**src/rtl/debug_pack.sv**
```systemverilog
// Shared types and constants for the debug-module system-bus path.
package debug_pack;

  localparam int SYSBUS_PLD_W = 69;

  localparam logic ARB_SRC_CORE = 1'b0;
  localparam logic ARB_SRC_DBG  = 1'b1;

  typedef struct packed {
    logic [31:0] addr;
    logic [31:0] data;
    logic [3:0]  strb;
    logic        opcode;
  } sysbus_req_pld_t;

  typedef enum logic {
    ARB_IDLE   = 1'b0,
    ARB_LOCKED = 1'b1
  } arb_state_t;

endpackage

```
**src/rtl/debug_arb_ord_fifo.sv**
```systemverilog
// In-order source-ID FIFO: one bit per outstanding bus transaction, head = oldest.
`default_nettype none
module debug_arb_ord_fifo #(
  parameter int DEPTH = 4
) (
  input  logic                   clk,
  input  logic                   rst,
  input  logic                   push,
  input  logic                   push_id,
  input  logic                   pop,
  output logic                   head,
  output logic                   full,
  output logic                   empty,
  output logic [$clog2(DEPTH):0] count
);

  localparam int AW = $clog2(DEPTH);
  localparam int CW = AW + 1;

  logic [DEPTH-1:0] mem;
  logic [AW-1:0]    wr_ptr;
  logic [AW-1:0]    rd_ptr;

  always_ff @(posedge clk) begin
    if (rst) begin
      mem    <= '0;
      wr_ptr <= '0;
      rd_ptr <= '0;
      count  <= '0;
    end else begin
      if (push) begin
        mem[wr_ptr] <= push_id;
        wr_ptr      <= wr_ptr + 1'b1;
      end
      if (pop) begin
        rd_ptr <= rd_ptr + 1'b1;
      end
      case ({push, pop})
        2'b10:   count <= count + 1'b1;
        2'b01:   count <= count - 1'b1;
        default: count <= count;
      endcase
    end
  end

  assign head  = mem[rd_ptr];
  assign full  = (count == CW'(DEPTH));
  assign empty = (count == '0);

endmodule
`default_nettype wire

```
**src/rtl/debug_sysbus_arb.sv**
```systemverilog
// 2:1 arbiter (hart LSU = src 0, debug sysbus = src 1) onto one system-bus master port.
// Optional macro DEBUG_SYSBUS_ARB_DBG_PRIO_EN gives the debug source strict priority in IDLE.
`default_nettype none
module debug_sysbus_arb
  import debug_pack::*;
#(
  parameter int OST_DEPTH = 4,
  parameter int PLD_W     = SYSBUS_PLD_W
) (
  input  logic                        dm_clk,
  input  logic                        dm_rst,
  input  logic                        core_req_vld,
  output logic                        core_req_rdy,
  input  logic [PLD_W-1:0]            core_req_pld,
  output logic                        core_ack_vld,
  input  logic                        core_ack_rdy,
  output logic [31:0]                 core_ack_data,
  input  logic                        dbg_req_vld,
  output logic                        dbg_req_rdy,
  input  logic [PLD_W-1:0]            dbg_req_pld,
  output logic                        dbg_ack_vld,
  input  logic                        dbg_ack_rdy,
  output logic [31:0]                 dbg_ack_data,
  output logic                        bus_req_vld,
  input  logic                        bus_req_rdy,
  output logic [PLD_W-1:0]            bus_req_pld,
  input  logic                        bus_ack_vld,
  output logic                        bus_ack_rdy,
  input  logic [31:0]                 bus_ack_data,
  output logic [$clog2(OST_DEPTH):0]  ost_cnt,
  output logic                        err_orphan_ack
);

  arb_state_t state;
  arb_state_t state_nxt;
  logic       lock_src;
  logic       lock_src_nxt;
  logic       last_src;
  logic       idle_src;
  logic       sel_src;
  logic       sel_vld;
  logic       fifo_full;
  logic       fifo_empty;
  logic       fifo_head;
  logic       push;
  logic       pop;

`ifdef DEBUG_SYSBUS_ARB_DBG_PRIO_EN
  always_comb begin
    idle_src = dbg_req_vld ? ARB_SRC_DBG : ARB_SRC_CORE;
  end
`else
  always_comb begin
    idle_src = ARB_SRC_CORE;
    if (core_req_vld && dbg_req_vld) begin
      idle_src = ~last_src;
    end else if (dbg_req_vld) begin
      idle_src = ARB_SRC_DBG;
    end
  end
`endif

  always_comb begin
    state_nxt    = state;
    lock_src_nxt = lock_src;
    sel_src      = idle_src;
    sel_vld      = 1'b0;
    case (state)
      ARB_IDLE: begin
        sel_src = idle_src;
        sel_vld = !fifo_full && (core_req_vld || dbg_req_vld);
        if (sel_vld && !bus_req_rdy) begin
          state_nxt    = ARB_LOCKED;
          lock_src_nxt = idle_src;
        end
      end
      ARB_LOCKED: begin
        // Selection frozen so the bus sees a stable request until it accepts it.
        sel_src = lock_src;
        sel_vld = !fifo_full && ((lock_src == ARB_SRC_DBG) ? dbg_req_vld : core_req_vld);
        if (sel_vld && bus_req_rdy) begin
          state_nxt = ARB_IDLE;
        end
      end
      default: state_nxt = ARB_IDLE;
    endcase
  end

  // last_src resets to the debug source so that the first tie after reset goes to the core.
  always_ff @(posedge dm_clk) begin
    if (dm_rst) begin
      state    <= ARB_IDLE;
      lock_src <= ARB_SRC_CORE;
      last_src <= ARB_SRC_DBG;
    end else begin
      state    <= state_nxt;
      lock_src <= lock_src_nxt;
      if (push) begin
        last_src <= sel_src;
      end
    end
  end

  assign bus_req_vld  = sel_vld;
  assign bus_req_pld  = !sel_vld ? '0 : ((sel_src == ARB_SRC_DBG) ? dbg_req_pld : core_req_pld);
  assign push         = sel_vld && bus_req_rdy;
  assign core_req_rdy = push && (sel_src == ARB_SRC_CORE);
  assign dbg_req_rdy  = push && (sel_src == ARB_SRC_DBG);

  // With nothing outstanding, acks are drained and flagged rather than routed.
  assign bus_ack_rdy   = fifo_empty ? bus_ack_vld
                                    : ((fifo_head == ARB_SRC_DBG) ? dbg_ack_rdy : core_ack_rdy);
  assign core_ack_vld  = bus_ack_vld && !fifo_empty && (fifo_head == ARB_SRC_CORE);
  assign dbg_ack_vld   = bus_ack_vld && !fifo_empty && (fifo_head == ARB_SRC_DBG);
  assign core_ack_data = bus_ack_data;
  assign dbg_ack_data  = bus_ack_data;
  assign pop           = bus_ack_vld && bus_ack_rdy && !fifo_empty;

  always_ff @(posedge dm_clk) begin
    if (dm_rst) begin
      err_orphan_ack <= 1'b0;
    end else if (bus_ack_vld && fifo_empty) begin
      err_orphan_ack <= 1'b1;
    end
  end

  debug_arb_ord_fifo #(
    .DEPTH (OST_DEPTH)
  ) u_ord_fifo (
    .clk     (dm_clk),
    .rst     (dm_rst),
    .push    (push),
    .push_id (sel_src),
    .pop     (pop),
    .head    (fifo_head),
    .full    (fifo_full),
    .empty   (fifo_empty),
    .count   (ost_cnt)
  );

endmodule
`default_nettype wire
```
**config.mk**
```make
export PLATFORM = sky130hd
export DESIGN_NAME = debug_sysbus_arb
export DESIGN_NICKNAME = d
export VERILOG_FILES = /design/src/rtl/debug_pack.sv /design/src/rtl/debug_arb_ord_fifo.sv /design/src/rtl/debug_sysbus_arb.sv
export SDC_FILE = /design/constraint.sdc
export NUM_CORES = 1
export LEC_CHECK = 0
export BUFFER_PORTS_ARGS = -buffer_cell sky130_fd_sc_hd__buf_2
export CORE_AREA = 2 2 126 128
export DETAILED_ROUTE_END_ITERATION = 16
export DIE_AREA = 0 0 128 130
export GPL_TIMING_DRIVEN = 0
export MAX_ROUTING_LAYER = met4
export SYNTH_ARGS = -nofsm -noshare
export SYNTH_HDL_FRONTEND = slang
export SYNTH_SLANG_ARGS = --single-unit
export TNS_END_PERCENT = 1
```
**constraint.sdc**
```tcl
create_clock -name dm_clk -period 7.1 [get_ports dm_clk]
set_clock_uncertainty 0.1 [all_clocks]
set_input_delay 0.71 -clock dm_clk [delete_from_list [all_inputs] [get_ports dm_clk]]
set_output_delay 0.71 -clock dm_clk [all_outputs]
set_load 0.03 [all_outputs]
```
Yosys cells after proc, flatten, opt, wreduce, memory -nomap -nowiden
Cells that the tools add are included.
- bits in registers: 15
- latch bits: 0
- memory bits (writable): 0
- memory bits (read-only): 0
- output and inout port bits: 143
- word-level logic and storage cells: 62
- memories: 0
- add/subtract/negate cells: 4
- multiply operators: 0
- div/mod/pow operators: 0
- $lt $le $gt $ge: 3
- eq/ne operators: 3
- shift operators: 0
- muxes and demuxes: 18
- bitwise operators: 4
- reductions and logical operators: 22
- operator list (kind ; count):
    $mux W69 ; 2
    $logic_and A1 B1 Y1 ; 15
    $mux W1 ; 9
    $lt A2 B3 Y1 const B ; 2
    $pmux W1 S2 ; 3
    $pmux W3 S2 ; 1
    $add A2 B1 Y2 const B ; 2
    $bwmux W4 ; 1
    $not A1 Y1 ; 4
    $add A3 B1 Y3 const B ; 1
    $eq A3 B3 Y1 const B ; 1
    $logic_not A1 Y1 ; 3
    $logic_not A3 Y1 ; 1
    $sub A3 B1 Y3 const B ; 1
    $bmux W1 S2 ; 1
    $demux W1 S2 ; 1
    $eq A2 B1 Y1 const B ; 1
    $eq A2 B2 Y1 const B ; 1
    $ge A2 B1 Y1 const B ; 1
    $reduce_and A2 Y1 ; 1
    $reduce_bool A2 Y1 ; 1
    $logic_or A1 B1 Y1 ; 1

Depth between registers and ports, before layout
- depth in word-level cells: 8
- gate-level depth with buffers: 9
- gate-level depth less buffers: 9

Hierarchy
From an unflattened synthesis, not the netlist that was laid out.
- cell total of the unflattened synthesis: 315
- area total of the unflattened synthesis: 2361.0 um^2
- by module, submodules not included (module ; instances ; cells an instance ; area each (um^2)):
    debug_sysbus_arb ; 1 ; 253 ; 1818.0
    debug_arb_ord_fifo ; 1 ; 62 ; 543.0

Worst setup path after synthesis
OpenSTA, ideal clock, no wires.
- path kind: in2reg
- from: input port core_req_vld
- to: register u_ord_fifo.count[2]
- data arrival time: 2.601 ns
- required time: 6.930 ns
- setup slack: 4.328 ns
- stages on the path: 8
- path through: or3b_2 -> o2111ai_1 -> ha_1 -> inv_1 -> fa_1 -> xor2_1 -> or3_1 -> a21oi_1
- cells in the longest elaborated chain, start to end: 6
- elaborated cells on any way between the ends: 10
- ends and longest elaborated chain (what ; RTL line ; RTL):
    from (decl) ; debug_sysbus_arb.sv:12 ; input logic core_req_vld,
    $mux W1 or $logic_or A1 B1 Y1 (tied branches) ; debug_sysbus_arb.sv:80, debug_sysbus_arb.sv:71 ;
    $logic_and A1 B1 Y1 (on tied branches) ; debug_sysbus_arb.sv:80, debug_sysbus_arb.sv:71 ;
    $pmux W1 S2 * ; debug_sysbus_arb.sv:68 ; case (state)
    $logic_and A1 B1 Y1 * ; debug_sysbus_arb.sv:106 ; assign push = sel_vld && bus_req_rdy;
    $eq A2 B1 Y1 or $eq A2 B2 Y1 (tied branches) ; debug_arb_ord_fifo.sv:38 ; case ({push, pop})
    $pmux W3 S2 or $reduce_bool A2 Y1 (tied branches) ; - ;
    to (signal assigned) ; debug_arb_ord_fifo.sv:39 ; 2'b10: count <= count + 1'b1;
    to (signal assigned) ; debug_arb_ord_fifo.sv:40 ; 2'b01: count <= count - 1'b1;
    to (signal assigned) ; debug_arb_ord_fifo.sv:41 ; default: count <= count;
    to (decl) ; debug_arb_ord_fifo.sv:14 ; output logic [$clog2(DEPTH):0] count
Every way passes the cells marked *; elsewhere a longest branch is shown, timed or not.
A chain may end at the register's enable or synchronous reset.

Worst setup path after layout
- from: input port dbg_req_vld
- to: output port bus_req_pld[4]
- cells in the longest elaborated chain, start to end: 5
- elaborated cells on any way between the ends: 11
- ends and longest elaborated chain (what ; RTL line ; RTL):
    from (decl) ; debug_sysbus_arb.sv:18 ; input logic dbg_req_vld,
    $mux W1 or $logic_and A1 B1 Y1 (tied branches) ; debug_sysbus_arb.sv:57, debug_sysbus_arb.sv:55 ;
    $mux W1 ; debug_sysbus_arb.sv:55 ; if (core_req_vld && dbg_req_vld) begin
    $pmux W1 S2 ; debug_sysbus_arb.sv:68 ;
    $mux W69 ; debug_sysbus_arb.sv:105 ; assign bus_req_pld = !sel_vld ? '0 : ((sel_src == ARB_SRC_DBG) ? dbg_req_pld : core_req_pld);
    $mux W69 * ; debug_sysbus_arb.sv:105 ;
    to (decl) ; debug_sysbus_arb.sv:26 ; output logic [PLD_W-1:0] bus_req_pld,
Marks and branches as above.

==> metrics.txt <==
Post-CTS Setup Bufs=0; share of layout cells above drive strength 1=0.620; worst rel slew slack=0.570; Synth-to-Final Area Change=74.8%; CP delay by family, top=buffers and inverters; Setup Viol. Count Final=0; total grt overflow=0; slowest CP cell=clkbuf_1; fin. max-slew vios=0; Core ar.=15400 um2; CP Launch Type=input port; syn nets=495; routability cong.=0.787; fmax=288 MHz; RSZ-0062 raised after global routing=no; WP buf/inv=4; Post-synth EDFFs=0; first-pass GRT wire length=14900 um; post-synthesis register bit count=15; sequential share of power=0.150; Synth area leader=mux2i_1; Total GRT Usage=0.121; num ports=321; routed vias/inst=3.80; required time of the critical path=6290 ps; max incr delay on CP=510 ps; Arrival @ worst endpoint=2670 ps; share of the synthesized area in the top cell type=0.327; net switching share of the total power=0.507; worst slew pin tran=645 ps; initial antenna violation count=3; CTS max path bufs=2; CTS tree=yes; hpwl dp=9450 um; row count=46; register area share after synthesis=0.127; worst-skew pair later-pin latency=250 ps; number of global-route vias before repair=2691; final WL=10900 um; Syn Area/Cell=7.58 um2; power density cells=165 nW/um2; H-Tree Depth=1; Max Cap Violations=0; CP cell instances=buf_2, a21boi_0, mux2i_1, clkbuf_1, buf_2, mux2i_1, nor2_1, buf_2; min cycle time layout=3480 ps; Setup WS pre-CTS=3580 ps; Initial Util=0.153; critical-path maximum fanout=10; design area=4120 um2; CP Capture Type=output port; synthesized area=2360 um2; commonest non-fill, non-tap cell in the layout=buf_2; most frequent cells in the layout=buf_2, nor2_1, mux2i_1, buf_4, dfxtp_1; Clk pwr share=0.166; cell mode on critical path=buf_2; CTS clk-pin slew, worst paths=50 ps; peak supply drop=70.9 uV; root buf cell=clkbuf_16; Main synth FF type=dfxtp_1; clk sinks=15; synth unique cells=33; combinational power share=0.683; final hold vios=0; P_leak=2.62 nW; port buffer count=287; cell-internal power=335 uW; DR pass1 iterations=4; Synth Warn #=0; # hold bufs at CTS=0; status=completed; largest net degree at the start of global routing=11; post-route ant nets=0; Synth area leaders=mux2i_1, buf_4, nor2_1; wire per inst=13.7 um; total die area=16600 um2; net switching power=344 uW; Area after DPL=4030 um2; ys async rst share=0; worst setup margin=3620 ps; Final #Nets=787; first-iteration detailed-routing DRC count=124; Die Wd=128 um; Vias=3028; Hold Path Class=reg2reg; total CTS buffers=3; Mapped Cells=311; WS Path Type=in2out; DIE HEIGHT=130 um; # DRC=0; Total Negative Setup Slacks=0 ps; final period utilization=0.490; post_cts resized=0
-- layout make-up --
class | count | area [um2]
repair buffers | 287 | 1440
fillers | 1740 | 11300
multi-input cells | 209 | 1480
plain buffers | 81 | 558
inverters | 6 | 22.5
flip-flops and latches | 15 | 300
diodes | 2 | 5.00
clock buffers | 3 | 75.1
well taps | 192 | 240
clock inverters | 1 | 5.00
-- final timing paths --
path / from / end / slack [ps] / cells after the start
worst min-delay path: err_orphan_ack / err_orphan_ack / 360 / 2
worst min register to register: err_orphan_ack / err_orphan_ack / 360 / 2
worst max register to register: u_ord_fifo.rd_ptr[0] / u_ord_fifo.count[2] / 4370 / 9
worst max-delay path: dbg_req_vld / bus_req_pld[4] / 3620 / 8
-- per-stage QoR --
| stage | hold WS, ps | util | cells | power, mW |
|---|---|---|---|---|
| 5_1_grt | 411 | 0.267 | 796 | 0.720 |
| 6_report | 362 | 0.267 | 796 | 0.679 |
| 4_1_cts | 366 | 0.267 | 794 | 0.686 |
| 3_3_place_gp | 341 | 0.261 | 790 | 0.568 |
| 3_5_place_dp | 354 | 0.261 | 790 | 0.570 |
| 2_1_floorplan | 349 | - | 311 | 0.425 |
-- cells in the mapped netlist (2+ instances only) --
library cell,count
inv_1,5
clkbuf_1,8
ha_1,5
xor2_1,2
dfxtp_1,15
and3_1,2
mux2i_1,77
nor2_1,81
o21ai_0,3
nand2b_1,4
a21boi_0,2
or3_1,4
buf_4,65
nand3_1,5
buf_2,8
or3b_2,2
a21oi_1,7
-- registers in the layout (all words and copies together) (netlist names) --
| name | count |
|---|---|
| err_orphan_ack | 1 |
| last_src | 1 |
| lock_src | 1 |
| state | 1 |
| u_ord_fifo.count | 3 |
| u_ord_fifo.mem | 4 |
| u_ord_fifo.rd_ptr | 2 |
| u_ord_fifo.wr_ptr | 2 |
-- worst register-to-register path: stages, from the launching register on --
cell and delay (ps):
dfxtp_1 380, mux4_2 570, mux2i_2 210, nor2_2 160, ha_1 200, inv_1 60
fa_1 380, xor2_1 160, or3_1 300, a21oi_1 140
-- power groups by stage --
stage	logic [mW]	clock network, mW	registers [mW]
6_report	0.464	0.113	0.102
2_1_floorplan	0.314	0	0.110
4_1_cts	0.468	0.116	0.102
5_1_grt	0.498	0.119	0.104
3_5_place_dp	0.466	0	0.104
3_3_place_gp	0.464	0	0.104
-- metal layers --
metal	wire, um	global-route usage	up-vias
li1	-	-	1556
met3	606	0.0135	18
met5	0	-	-
met2	5160	0.191	141
met4	297	0.0394	0
met1	4880	0.161	1313
-- kinds of logic after synthesis --
group                    share of synthesized area
adder cells (fa/ha/maj)                     0.0351
XOR/XNOR                                    0.0112
AND/OR/NAND/NOR                              0.191
AO/OA/AOI/OAI                               0.0398
buffers and inverters                        0.246
flip-flops                                   0.127
multiplexers                                 0.349
(Power assumes the default switching activity.)
